File: config.mk
export PLATFORM = sky130hd
export DESIGN_NAME = ps2_host_tx
export DESIGN_NICKNAME = d
export VERILOG_FILES = /design/src/rtl/apple1_ps2_pkg.sv /design/src/rtl/ps2_line_filter.sv /design/src/rtl/ps2_host_tx.sv
export SDC_FILE = /design/constraint.sdc
export NUM_CORES = 1
export LEC_CHECK = 0
export CORE_AREA = 2 2 83 85
export CTS_CLUSTER_SIZE = 25
export DETAILED_ROUTE_END_ITERATION = 7
export DIE_AREA = 0 0 85 87
export PLACE_DENSITY_LB_ADDON = 0.15
export SYNTH_ARGS = -nofsm -noshare
export SYNTH_HDL_FRONTEND = slang
export SYNTH_SLANG_ARGS = --single-unit
File: constraint.sdc
create_clock -name sys_clock -period 6.48 [get_ports sys_clock]
set_input_delay 1.296 -clock sys_clock [delete_from_list [all_inputs] [get_ports sys_clock]]
set_output_delay 1.296 -clock sys_clock [all_outputs]
set_load 0.01 [all_outputs]
File: src/rtl/apple1_ps2_pkg.sv
// Shared PS/2 definitions for the Apple-1 keyboard path.
// Used by the host transmitter and the ps2keyboard receiver.
package apple1_ps2_pkg;

    localparam int PS2_FRAME_BITS = 11;

    typedef enum logic [2:0] {
        ST_IDLE     = 3'd0,
        ST_INHIBIT  = 3'd1,
        ST_REQ      = 3'd2,
        ST_SHIFT    = 3'd3,
        ST_WAITIDLE = 3'd4,
        ST_DONE     = 3'd5,
        ST_ERR      = 3'd6
    } ps2_tx_state_e;

    function automatic logic odd_parity(input logic [7:0] b);
        return ~^b;
    endfunction

endpackage

File: src/rtl/ps2_line_filter.sv
// One PS/2 line: 2-FF synchronizer, then a level that only moves when three
// consecutive synchronized samples agree, with single-cycle edge strobes.
module ps2_line_filter (
    input  logic sys_clock,
    input  logic reset,
    input  logic line_in,
    output logic level,
    output logic fall,
    output logic rise
);
    logic [1:0] sync;
    logic [1:0] hist;
    logic [2:0] win;

    assign win = {hist, sync[1]};

    // Idle bus is high, so everything resets to 1 to avoid a false edge.
    always_ff @(posedge sys_clock) begin
        if (reset) begin
            sync  <= 2'b11;
            hist  <= 2'b11;
            level <= 1'b1;
        end else begin
            sync <= {sync[0], line_in};
            hist <= {hist[0], sync[1]};
            if (win == 3'b000)
                level <= 1'b0;
            else if (win == 3'b111)
                level <= 1'b1;
        end
    end

    assign fall = level && (win == 3'b000);
    assign rise = !level && (win == 3'b111);

endmodule

File: src/rtl/ps2_host_tx.sv
// Host-to-device PS/2 command transmitter: inhibit, request-to-send,
// device-clocked shifting of data + odd parity, stop release and ACK check.
module ps2_host_tx
    import apple1_ps2_pkg::*;
#(
    parameter int INHIBIT_CYCLES    = 2500,
    parameter int FIRST_CLK_TIMEOUT = 375000,
    parameter int BIT_TIMEOUT       = 50000
) (
    input  logic       sys_clock,
    input  logic       reset,
    input  logic [7:0] tx_data,
    input  logic       tx_start,
    output logic       busy,
    output logic       done,
    output logic       error,
    output logic       rx_inhibit,
    input  logic       ps2_clk,
    input  logic       ps2_din,
    output logic       ps2_clk_oe,
    output logic       ps2_dat_oe
);
    localparam int MAX_A   = (INHIBIT_CYCLES > FIRST_CLK_TIMEOUT) ? INHIBIT_CYCLES : FIRST_CLK_TIMEOUT;
    localparam int CNT_MAX = (MAX_A > BIT_TIMEOUT) ? MAX_A : BIT_TIMEOUT;
    localparam int CW      = $clog2(CNT_MAX + 1);

    ps2_tx_state_e state;
    logic [CW-1:0] cnt;
    logic [3:0]    bitcnt;
    logic [3:0]    bit_next;
    logic [8:0]    shreg;
    logic          dat_drv;
    logic          cnt_expired;

    logic clk_level, clk_fall, clk_rise;
    logic dat_level, dat_fall, dat_rise;
    logic unused_strobes;

    ps2_line_filter u_clk_filt (
        .sys_clock (sys_clock),
        .reset     (reset),
        .line_in   (ps2_clk),
        .level     (clk_level),
        .fall      (clk_fall),
        .rise      (clk_rise)
    );

    ps2_line_filter u_dat_filt (
        .sys_clock (sys_clock),
        .reset     (reset),
        .line_in   (ps2_din),
        .level     (dat_level),
        .fall      (dat_fall),
        .rise      (dat_rise)
    );

    assign unused_strobes = ^{clk_rise, dat_fall, dat_rise};

    assign bit_next    = (bitcnt == 4'(PS2_FRAME_BITS)) ? bitcnt : bitcnt + 4'd1;
    // Checking for 1 rather than 0 makes the hold exactly the loaded count.
    assign cnt_expired = (cnt <= CW'(1));

    always_ff @(posedge sys_clock) begin
        if (reset) begin
            state   <= ST_IDLE;
            cnt     <= '0;
            bitcnt  <= '0;
            shreg   <= '0;
            dat_drv <= 1'b0;
        end else begin
            case (state)
                ST_IDLE: begin
                    if (tx_start) begin
                        shreg <= {odd_parity(tx_data), tx_data};
                        cnt   <= CW'(INHIBIT_CYCLES);
                        state <= ST_INHIBIT;
                    end
                end
                ST_INHIBIT: begin
                    if (cnt_expired) begin
                        cnt   <= '0;
                        state <= ST_REQ;
                    end else begin
                        cnt <= cnt - 1'b1;
                    end
                end
                ST_REQ: begin
                    cnt     <= CW'(FIRST_CLK_TIMEOUT);
                    bitcnt  <= '0;
                    dat_drv <= 1'b1;
                    state   <= ST_SHIFT;
                end
                ST_SHIFT: begin
                    if (clk_fall) begin
                        bitcnt <= bit_next;
                        cnt    <= CW'(BIT_TIMEOUT);
                        // Falls 1-9 present data LSB first then parity.
                        if (bit_next <= 4'd9) begin
                            dat_drv <= ~shreg[0];
                            shreg   <= {1'b0, shreg[8:1]};
                        end else if (bit_next == 4'd10) begin
                            dat_drv <= 1'b0;
                        end else begin
                            dat_drv <= 1'b0;
                            state   <= dat_level ? ST_ERR : ST_WAITIDLE;
                        end
                    end else if (cnt_expired) begin
                        dat_drv <= 1'b0;
                        state   <= ST_ERR;
                    end else begin
                        cnt <= cnt - 1'b1;
                    end
                end
                ST_WAITIDLE: begin
                    if (clk_level && dat_level)
                        state <= ST_DONE;
                    else if (cnt_expired)
                        state <= ST_ERR;
                    else
                        cnt <= cnt - 1'b1;
                end
                ST_DONE, ST_ERR: begin
                    cnt   <= '0;
                    state <= ST_IDLE;
                end
                default: state <= ST_IDLE;
            endcase
        end
    end

    assign busy       = (state == ST_INHIBIT) || (state == ST_REQ) ||
                        (state == ST_SHIFT)   || (state == ST_WAITIDLE);
    assign rx_inhibit = busy;
    assign done       = (state == ST_DONE);
    assign error      = (state == ST_ERR);
    assign ps2_clk_oe = (state == ST_INHIBIT) || (state == ST_REQ);
    assign ps2_dat_oe = (state == ST_REQ) || ((state == ST_SHIFT) && dat_drv);

endmodule

[Word-level counts from Yosys, hierarchy flattened]
Index checks and enable logic that the tools add are counted.
W data, S select, Z words.
Cells by class
  add/subtract/negate cells: 2
  order comparisons: 2
  equal/unequal tests: 18
  muxes and demuxes: 30
  bitwise logic cells: 1
  reductions and logical operators: 22
Operators by type and width (number)
  $pmux W19 S6: 1
  $mux W19: 5
  $mux W9: 3
  $mux W3: 7
  $le A19 B1 Y1 const B: 1
  $sub A19 B1 Y19 const B: 1
  $pmux W9 S2: 1
  $eq A3 B3 Y1 const B: 5
  $pmux W3 S5: 1
  $ne A2 B2 Y1 const B: 5
  $logic_not A3 Y1: 3
  $ne A3 B3 Y1 const B: 3
  $eq A4 B4 Y1 const B: 2
  $mux W4: 2
  $pmux W4 S2: 1
  $reduce_and A4 Y1: 2
  $reduce_bool A2 Y1: 4
  $reduce_xnor A8 Y1: 1
  $mux W1: 7
  $eq A3 B2 Y1 const B: 2
  $reduce_bool A6 Y1: 1
  $add A4 B1 Y4 const B: 1
  $le A4 B4 Y1 const B: 1
  $logic_or A1 B1 Y1: 4
  8 further kinds: 11
Storage, ports and cells
  flip-flop bits (word level): 46

[Depth between registers and ports, before layout]
Gate-level depths: netlist (run 1).
  depth after elaboration: 7
  mapped depth: 11
  mapped depth without buffers: 11

[Cells and area by module]
From an unflattened synthesis (run 1), not the netlist that was laid out.
Unflattened totals
  cells, all modules: 365
  area total of the unflattened synthesis: 2949.1 µm²
Modules (own cells, without submodules)
  ps2_host_tx: instances 1, cells each 335, area an instance 2603.7 µm²
  ps2_line_filter: instances 2, cells each 15, area an instance 172.7 µm²

[Worst setup path before layout (run 1)]
No wires, ideal clock.
  path kind: register to output
  start point: register state[2]
  end point: output port ps2_dat_oe
  arrival: 1.409 ns
  data required time: 5.184 ns
  slack: 3.775 ns
  stages on the path, launching flop included: 6
  buffers on the path: 2
  cell sequence: dfxtp_1 > buf_2 > nand2b_1 > nor2_1 > clkbuf_1 > a21o_1
Between the ends
  cells in the longest elaborated chain, start to end: 3
  elaborated cells between the ends (all ways): 4
  classes of those cells: eq/ne (2); reduce/logical (2)
RTL lines
  from (decl): line ps2_host_tx.sv:27  | ps2_tx_state_e state;
  from (signal assigned): line ps2_host_tx.sv:105  | state <= dat_level ? ST_ERR : ST_WAITIDLE;
  $eq A3 B2 Y1: line ps2_host_tx.sv:137  | assign ps2_dat_oe = (state == ST_REQ) || ((state == ST_SHIFT) && dat_drv);
  $logic_and A1 B1 Y1: line ps2_host_tx.sv:137
  $logic_or A1 B1 Y1 *: line ps2_host_tx.sv:137
  to (decl): line ps2_host_tx.sv:21  | output logic ps2_dat_oe
Every way passes the cells marked *; elsewhere a longest branch is shown, timed or not.

[Worst setup path after layout (run 1)]
  start point: register state[1]
  end point: output port ps2_dat_oe
The elaborated chain is that of the path after synthesis.

==> results.toml, run 1 <==
[floorplan]
io_pins = 19
core_area_um2 = 6570
die_area_um2 = 7400
die_h_um = 87
rows = 30
die-width_um = 85
initial_utilization = 0.434

[sta]
unrepaired_setup_endpoints_after_global_routing = "false"
whs_ns = 0.422
finalCritPeriodShare = 0.631
min_clock_period_post_route_ns = 4.09
final-setup-viol-count = 0
final-hold-violation-count = 0
worst_clock_skew_ns = 0.00977
pin_slew_with_the_least_headroom_to_its_limit_ns = 0.959
fmax_ghz = 0.244
totalNegativeSetupSlack_ns = 0
slew_viol_final = 0
slew-limit-headroom = 0.358

[clocking]
clkTransAtPathRegs_ns = 0.10
cts-hold-fix-buffers = 0
tritoncts = "built"
clock_sink_count = 46
cts-root-buf = "sky130_fd_sc_hd__clkbuf_8"
tritoncts.num_buffers = 5
ctsLongestPathBuffers = 2
h-tree-depth = 2
cts.repair.resized = 0
clk_latency_ns = 0.32
cts.repair_timing.setup_buffer_count = 0

[grt]
global_route_wire_length_before_repair_mm = 12.5
largest_net_degree_at_the_start_of_global_routing = 46
vias_in_the_first_global_route = 2495
globalRouteOverflowTotal = 0
antenna_found_initial = 0
all_layer_global_routing_usage = 0.208

[job]
maxCapViolations = 0

[synth]
yosys_warnings = 0
main_combinational_cell_family_by_area_after_synthesis = "simple AND/OR/NAND/NOR gates"
synth.area.mux_share = 0.00351
netlist.top_cell.by_area = "sky130_fd_sc_hd__dfxtp_1"
distinct_cells_synth = 70
total_nets_after_synthesis = 378
simple_gate_share_of_the_synthesized_area = 0.303
synthXorXnorAreaFrac = 0.0399
adder_and_majority_cell_fraction_of_the_synthesized_area = 0.0263
netlist_top_cells_area = "sky130_fd_sc_hd__dfxtp_1, sky130_fd_sc_hd__nor2_1, sky130_fd_sc_hd__nand2_1"
async_flop_share = 0
synth.top_cell.area_share = 0.323
postSynth.topFlopCell = "sky130_fd_sc_hd__dfxtp_1"
yosysSeqAreaShare = 0.323
post_synth_most_frequent_cells = "sky130_fd_sc_hd__dfxtp_1, sky130_fd_sc_hd__nor2_1, sky130_fd_sc_hd__nand2_1, sky130_fd_sc_hd__a21oi_1, sky130_fd_sc_hd__o21ai_0"
synth_area_in_compound_gates = 0.262
synth_area_per_inst_um2 = 7.95
synth_edf_count = 0
post_synth_instance_area_um2 = 2850
synth-seq-cells = 46
synthesis.instances = 359
synth.most_common_cell = "sky130_fd_sc_hd__dfxtp_1"

[detailed_routing]
wl_mm = 7.38
drt_iter0_drc = 243
first_pass_iters = 5
wire_per_inst_um = 16.4
vias = 2733
number_of_remaining_drc_errors = 0
vias_per_cell = 6.07
ant_nets = 0

[pwr]
power.density_cell_area_nw_per_um2 = 281
p_leak_nw = 1.12
post-layout-total-power_mw = 0.886
vdd_drop_max_mv = 0.129

[min_path]
worstHoldEndpoint = "u_clk_filt.sync[1]"
hp-class = "flip-flop to flip-flop"
min_from = "u_clk_filt.sync[0]"
min_delay_path_depth = 1

[outcome]
run_status = "completed"

[final_layout]
layout.nets = 388
final_core_utilization = 0.481
area_growth_syn_to_layout_pct = 10.7
num-fill-cells = 643
antennaDiodeCount = 0
drive_above_1_share = 0.0973

[setup_path]
start_kind = "flip-flop"
r2r.worst_path.cells = 10
critPathSlowestCell = "sky130_fd_sc_hd__nor2_1"
critical_path_type = "flip-flop to output pin"
worst-path-max-fanout = 18
reg2reg_slack_ns = 3.61
worst_ep_required_time_ns = 5.18
delay_heaviest_family_cp = "simple AND/OR/NAND/NOR gates"
worstSetupEndpointType = "output pin"
path_buf_inv = 2
worst_r2r_startpoint = "cnt[11]"
critical_path_max_stage_delay_ns = 0.79
crit_path_cell_trace = "inv_1 > nor2_1 > a21o_1 > clkdlybuf4s50_1"
worst_ep_arrival_time_ns = 2.79
reg2reg_to = "cnt[0]"

[placement]
i_o_buffers = 18
hpwl_reported_at_the_end_of_detailed_placement_mm = 5.24
gp_congestion = 0.901
-- area by class of cell --
| class | instances | area, um^2 | share of cell area |
|---|---|---|---|
| repair buffers | 20 | 195 | 0.0618 |
| flip-flops and latches | 46 | 921 | 0.292 |
| multi-input cells | 285 | 1810 | 0.573 |
| inverters | 11 | 41.3 | 0.0131 |
| clock inverters | 3 | 21.3 | 0.00674 |
| clock buffers | 5 | 68.8 | 0.0218 |
| well taps | 80 | 100 | 0.0317 |
-- cells by family after synthesis --
logic type / count (synthesis)
compound gates: 104
simple gates: 161
fa+ha+maj: 6
flops: 46
buf+inv: 28
mux: 1
xor+xnor: 13
-- worst max-delay path by stage --
stage | startpoint | end | slack (ns) | depth (start not counted)
2_1_floorplan | state[2] | ps2_dat_oe | 3.78 | 5
3_3_place_gp | state[1] | ps2_dat_oe | 2.82 | 4
3_5_place_dp | state[1] | ps2_dat_oe | 2.73 | 4
4_1_cts | state[1] | ps2_dat_oe | 2.38 | 4
5_1_grt | state[1] | ps2_dat_oe | 2.14 | 4
6_report | state[1] | ps2_dat_oe | 2.39 | 4
-- per-layer routing --
metal / share of wire / GRT usage / vias to the layer above
met5: 0 / 0 / -
li1: - / - / 1352
met1: 0.45 / 0.279 / 1273
met3: 0.060 / 0.0341 / 15
met2: 0.47 / 0.337 / 93
met4: 0.023 / 0.0794 / 0
-- sequential cells by signal, indices dropped and copies added, names as in the netlist --
name              cells
bitcnt                4
cnt                  19
dat_drv               1
shreg                 9
state                 3
u_clk_filt.hist       2
u_clk_filt.level      1
u_clk_filt.sync       2
u_dat_filt.hist       2
u_dat_filt.level      1
u_dat_filt.sync       2
-- cells in the final DEF (no fill, tap or decap), types with 5 or more instances in the layout --
cell type / netlist / final
sky130_fd_sc_hd__dfxtp_1: 46 / 46
sky130_fd_sc_hd__nor2_1: 42 / 42
sky130_fd_sc_hd__nand2_1: 41 / 41
sky130_fd_sc_hd__a21oi_1: 23 / 23
sky130_fd_sc_hd__clkdlybuf4s50_1: 0 / 18
sky130_fd_sc_hd__o21ai_0: 13 / 13
sky130_fd_sc_hd__nor3_1: 12 / 12
sky130_fd_sc_hd__nand3_1: 11 / 11
sky130_fd_sc_hd__inv_1: 10 / 10
sky130_fd_sc_hd__xnor2_1: 10 / 10
sky130_fd_sc_hd__a311oi_1: 8 / 8
sky130_fd_sc_hd__or2_2: 8 / 8
sky130_fd_sc_hd__ha_1: 6 / 6
sky130_fd_sc_hd__nand2b_1: 5 / 5
sky130_fd_sc_hd__a211o_1: 5 / 5
sky130_fd_sc_hd__a31oi_1: 5 / 5
sky130_fd_sc_hd__nand4_1: 5 / 5
sky130_fd_sc_hd__clkbuf_8: 0 / 5
-- per-stage QoR --
| step | setup WS, ns | instance area, um^2 | std cells |
|---|---|---|---|
| after global placement | 2.82 | 3070 | 442 |
| after detailed placement | 2.73 | 3070 | 442 |
| after floorplan | 3.78 | 2850 | 359 |
| after global routing | 2.14 | 3160 | 450 |
| final | 2.39 | 3160 | 450 |
| after CTS | 2.38 | 3160 | 450 |
-- report_power, final --
part | switching [mW] | leakage [nW] | total, mW | internal, mW
clock network | 0.108 | 0.0441 | 0.184 | 0.0760
logic | 0.198 | 0.696 | 0.343 | 0.145
registers | 0.0441 | 0.377 | 0.359 | 0.315
total | 0.350 | 1.12 | 0.886 | 0.536
No activity file was read; power rests on OpenSTA's default activity.
==> run 2, diff against run 1 <==
Clock period 6.48 ns to 4.1 ns, I/O delays scaled along.
==> run 2 against run 1 <==
  * Total power up 72%
  * Flip-flop and latch count unchanged
  * Non-clock buffer count up 1
  * Critical path type unchanged
==> results.toml, run 2 (synthesized netlist as in run 1, its figures left out) <==
[outcome]
run_status = "completed"

[setup_path]
critPathSlowestCell = "sky130_fd_sc_hd__dfxtp_1"
r2r.worst_path.cells = 10
critical_path.startpoint = "state[1]"
worst_ep_arrival_time_ns = 2.59
reg2reg_to = "cnt[0]"
worst_r2r_startpoint = "cnt[11]"
path_buf_inv = 2
worstSetupEndpointType = "output pin"
critical_path_max_stage_delay_ns = 0.68
reg2reg_slack_ns = 1.29
crit_path_cell_trace = "inv_1 > nor3_1 > a21o_1 > clkdlybuf4s50_1"
worst_ep_required_time_ns = 3.28
critical_path_type = "flip-flop to output pin"
start_kind = "flip-flop"
worst-path-max-fanout = 18
delay_heaviest_family_cp = "buffers and inverters"

[sta]
final-hold-violation-count = 0
slew-limit-headroom = 0.419
min_clock_period_post_route_ns = 3.41
worst_clock_skew_ns = 0.00963
final_critical_path_setup_slack_ns = 0.686
final-setup-viol-count = 0
finalCritPeriodShare = 0.833
unrepaired_setup_endpoints_after_global_routing = "false"
whs_ns = 0.418
fmax_ghz = 0.293
slew_viol_final = 0
pin_slew_with_the_least_headroom_to_its_limit_ns = 0.864
totalNegativeSetupSlack_ns = 0

[grt]
all_layer_global_routing_usage = 0.208
global_route_wire_length_before_repair_mm = 12.3
largest_net_degree_at_the_start_of_global_routing = 34
globalRouteOverflowTotal = 0
antenna_found_initial = 0
vias_in_the_first_global_route = 2483

[clocking]
cts-root-buf = "sky130_fd_sc_hd__clkbuf_8"
ctsLongestPathBuffers = 2
tritoncts = "built"
h-tree-depth = 2
clock_sink_count = 46
clk_latency_ns = 0.31
cts-hold-fix-buffers = 0
cts.repair_timing.setup_buffer_count = 0
clkTransAtPathRegs_ns = 0.09
cts.repair.resized = 0
tritoncts.num_buffers = 5

[pwr]
power.density_cell_area_nw_per_um2 = 474
power.sequential.fraction = 0.372
p_int_mw = 0.972
swShare = 0.362
vdd_drop_max_mv = 0.219
comb_power_share = 0.356
p_leak_nw = 1.15
post-layout-total-power_mw = 1.52
power.share.clock = 0.272
total_switching_power_mw = 0.552

[final_layout]
area_growth_syn_to_layout_pct = 12.6
largest_register_ffs = 19
final-seq-area_um2 = 921
register_bank_with_the_most_flops = "cnt"
drive_above_1_share = 0.0997
multi_input_area_um2 = 1810
num-fill-cells = 663
layout.cells.most_common = "sky130_fd_sc_hd__dfxtp_1"
reg.largest.list = "cnt x19, shreg x9, bitcnt x4"
antennaDiodeCount = 0
layout.nets = 389
layout.cells.most_common_list = "sky130_fd_sc_hd__dfxtp_1, sky130_fd_sc_hd__nor2_1, sky130_fd_sc_hd__nand2_1"

[detailed_routing]
wl_mm = 7.42
vias = 2754
ant_nets = 0
number_of_remaining_drc_errors = 0
wire_per_inst_um = 16.5
first_pass_iters = 5
drt_iter0_drc = 180
vias_per_cell = 6.11

[floorplan]
io_pins = 19
rows = 30
die_h_um = 87
core_area_um2 = 6570
die-width_um = 85
die_area_um2 = 7400
initial_utilization = 0.434

[min_path]
min_from = "u_dat_filt.sync[0]"
hp-class = "flip-flop to flip-flop"
min_delay_path_depth = 1
worstHoldEndpoint = "u_dat_filt.sync[1]"

[placement]
gp_congestion = 0.924
hpwl_reported_at_the_end_of_detailed_placement_mm = 5.43
i_o_buffers = 18
detailedPlace.worstSlack_ns = 1.09

[job]
maxCapViolations = 0
run 2: layer usage:
metal,routed length (um),vias up,track usage
met5,0,-,0
met1,3300,1286,0.273
li1,-,1349,-
met2,3480,97,0.338
met4,244,0,0.0924
met3,400,22,0.0313
run 2: worst max path at each step:
stage	endpoint	slack (ns)	cells past startpoint
after global placement	ps2_dat_oe	1.20	4
after global routing	ps2_dat_oe	0.55	4
after detailed placement	ps2_dat_oe	1.09	4
final	ps2_dat_oe	0.69	4
after CTS	ps2_dat_oe	0.74	4
after floorplan	ps2_dat_oe	1.87	5
run 2: power groups by stage:
stage	sequential, mW	clock [mW]	combinational (mW)
floorplan	0.551	0	0.428
global placement	0.575	0	0.533
detailed placement	0.577	0	0.532
CTS	0.566	0.421	0.535
global route	0.577	0.439	0.594
finish	0.567	0.415	0.542
run 2: final cells by class:
type	instances	share of cell area
Tap cell	80	0.0312
Clock inverter	3	0.0214
Inverter	11	0.0129
Multi-Input combinational cell	285	0.563
Sequential cell	46	0.287
Timing Repair Buffer	21	0.0631
Clock buffer	5	0.0214
run 2: per-stage QoR:
stage | cell area, um^2 | utilization | instances
after floorplan | 2850 | - | 359
after global placement | 3080 | 0.468 | 443
after detailed placement | 3080 | 0.468 | 443
after CTS | 3210 | 0.489 | 451
after global routing | 3210 | 0.489 | 451
final | 3210 | 0.489 | 451
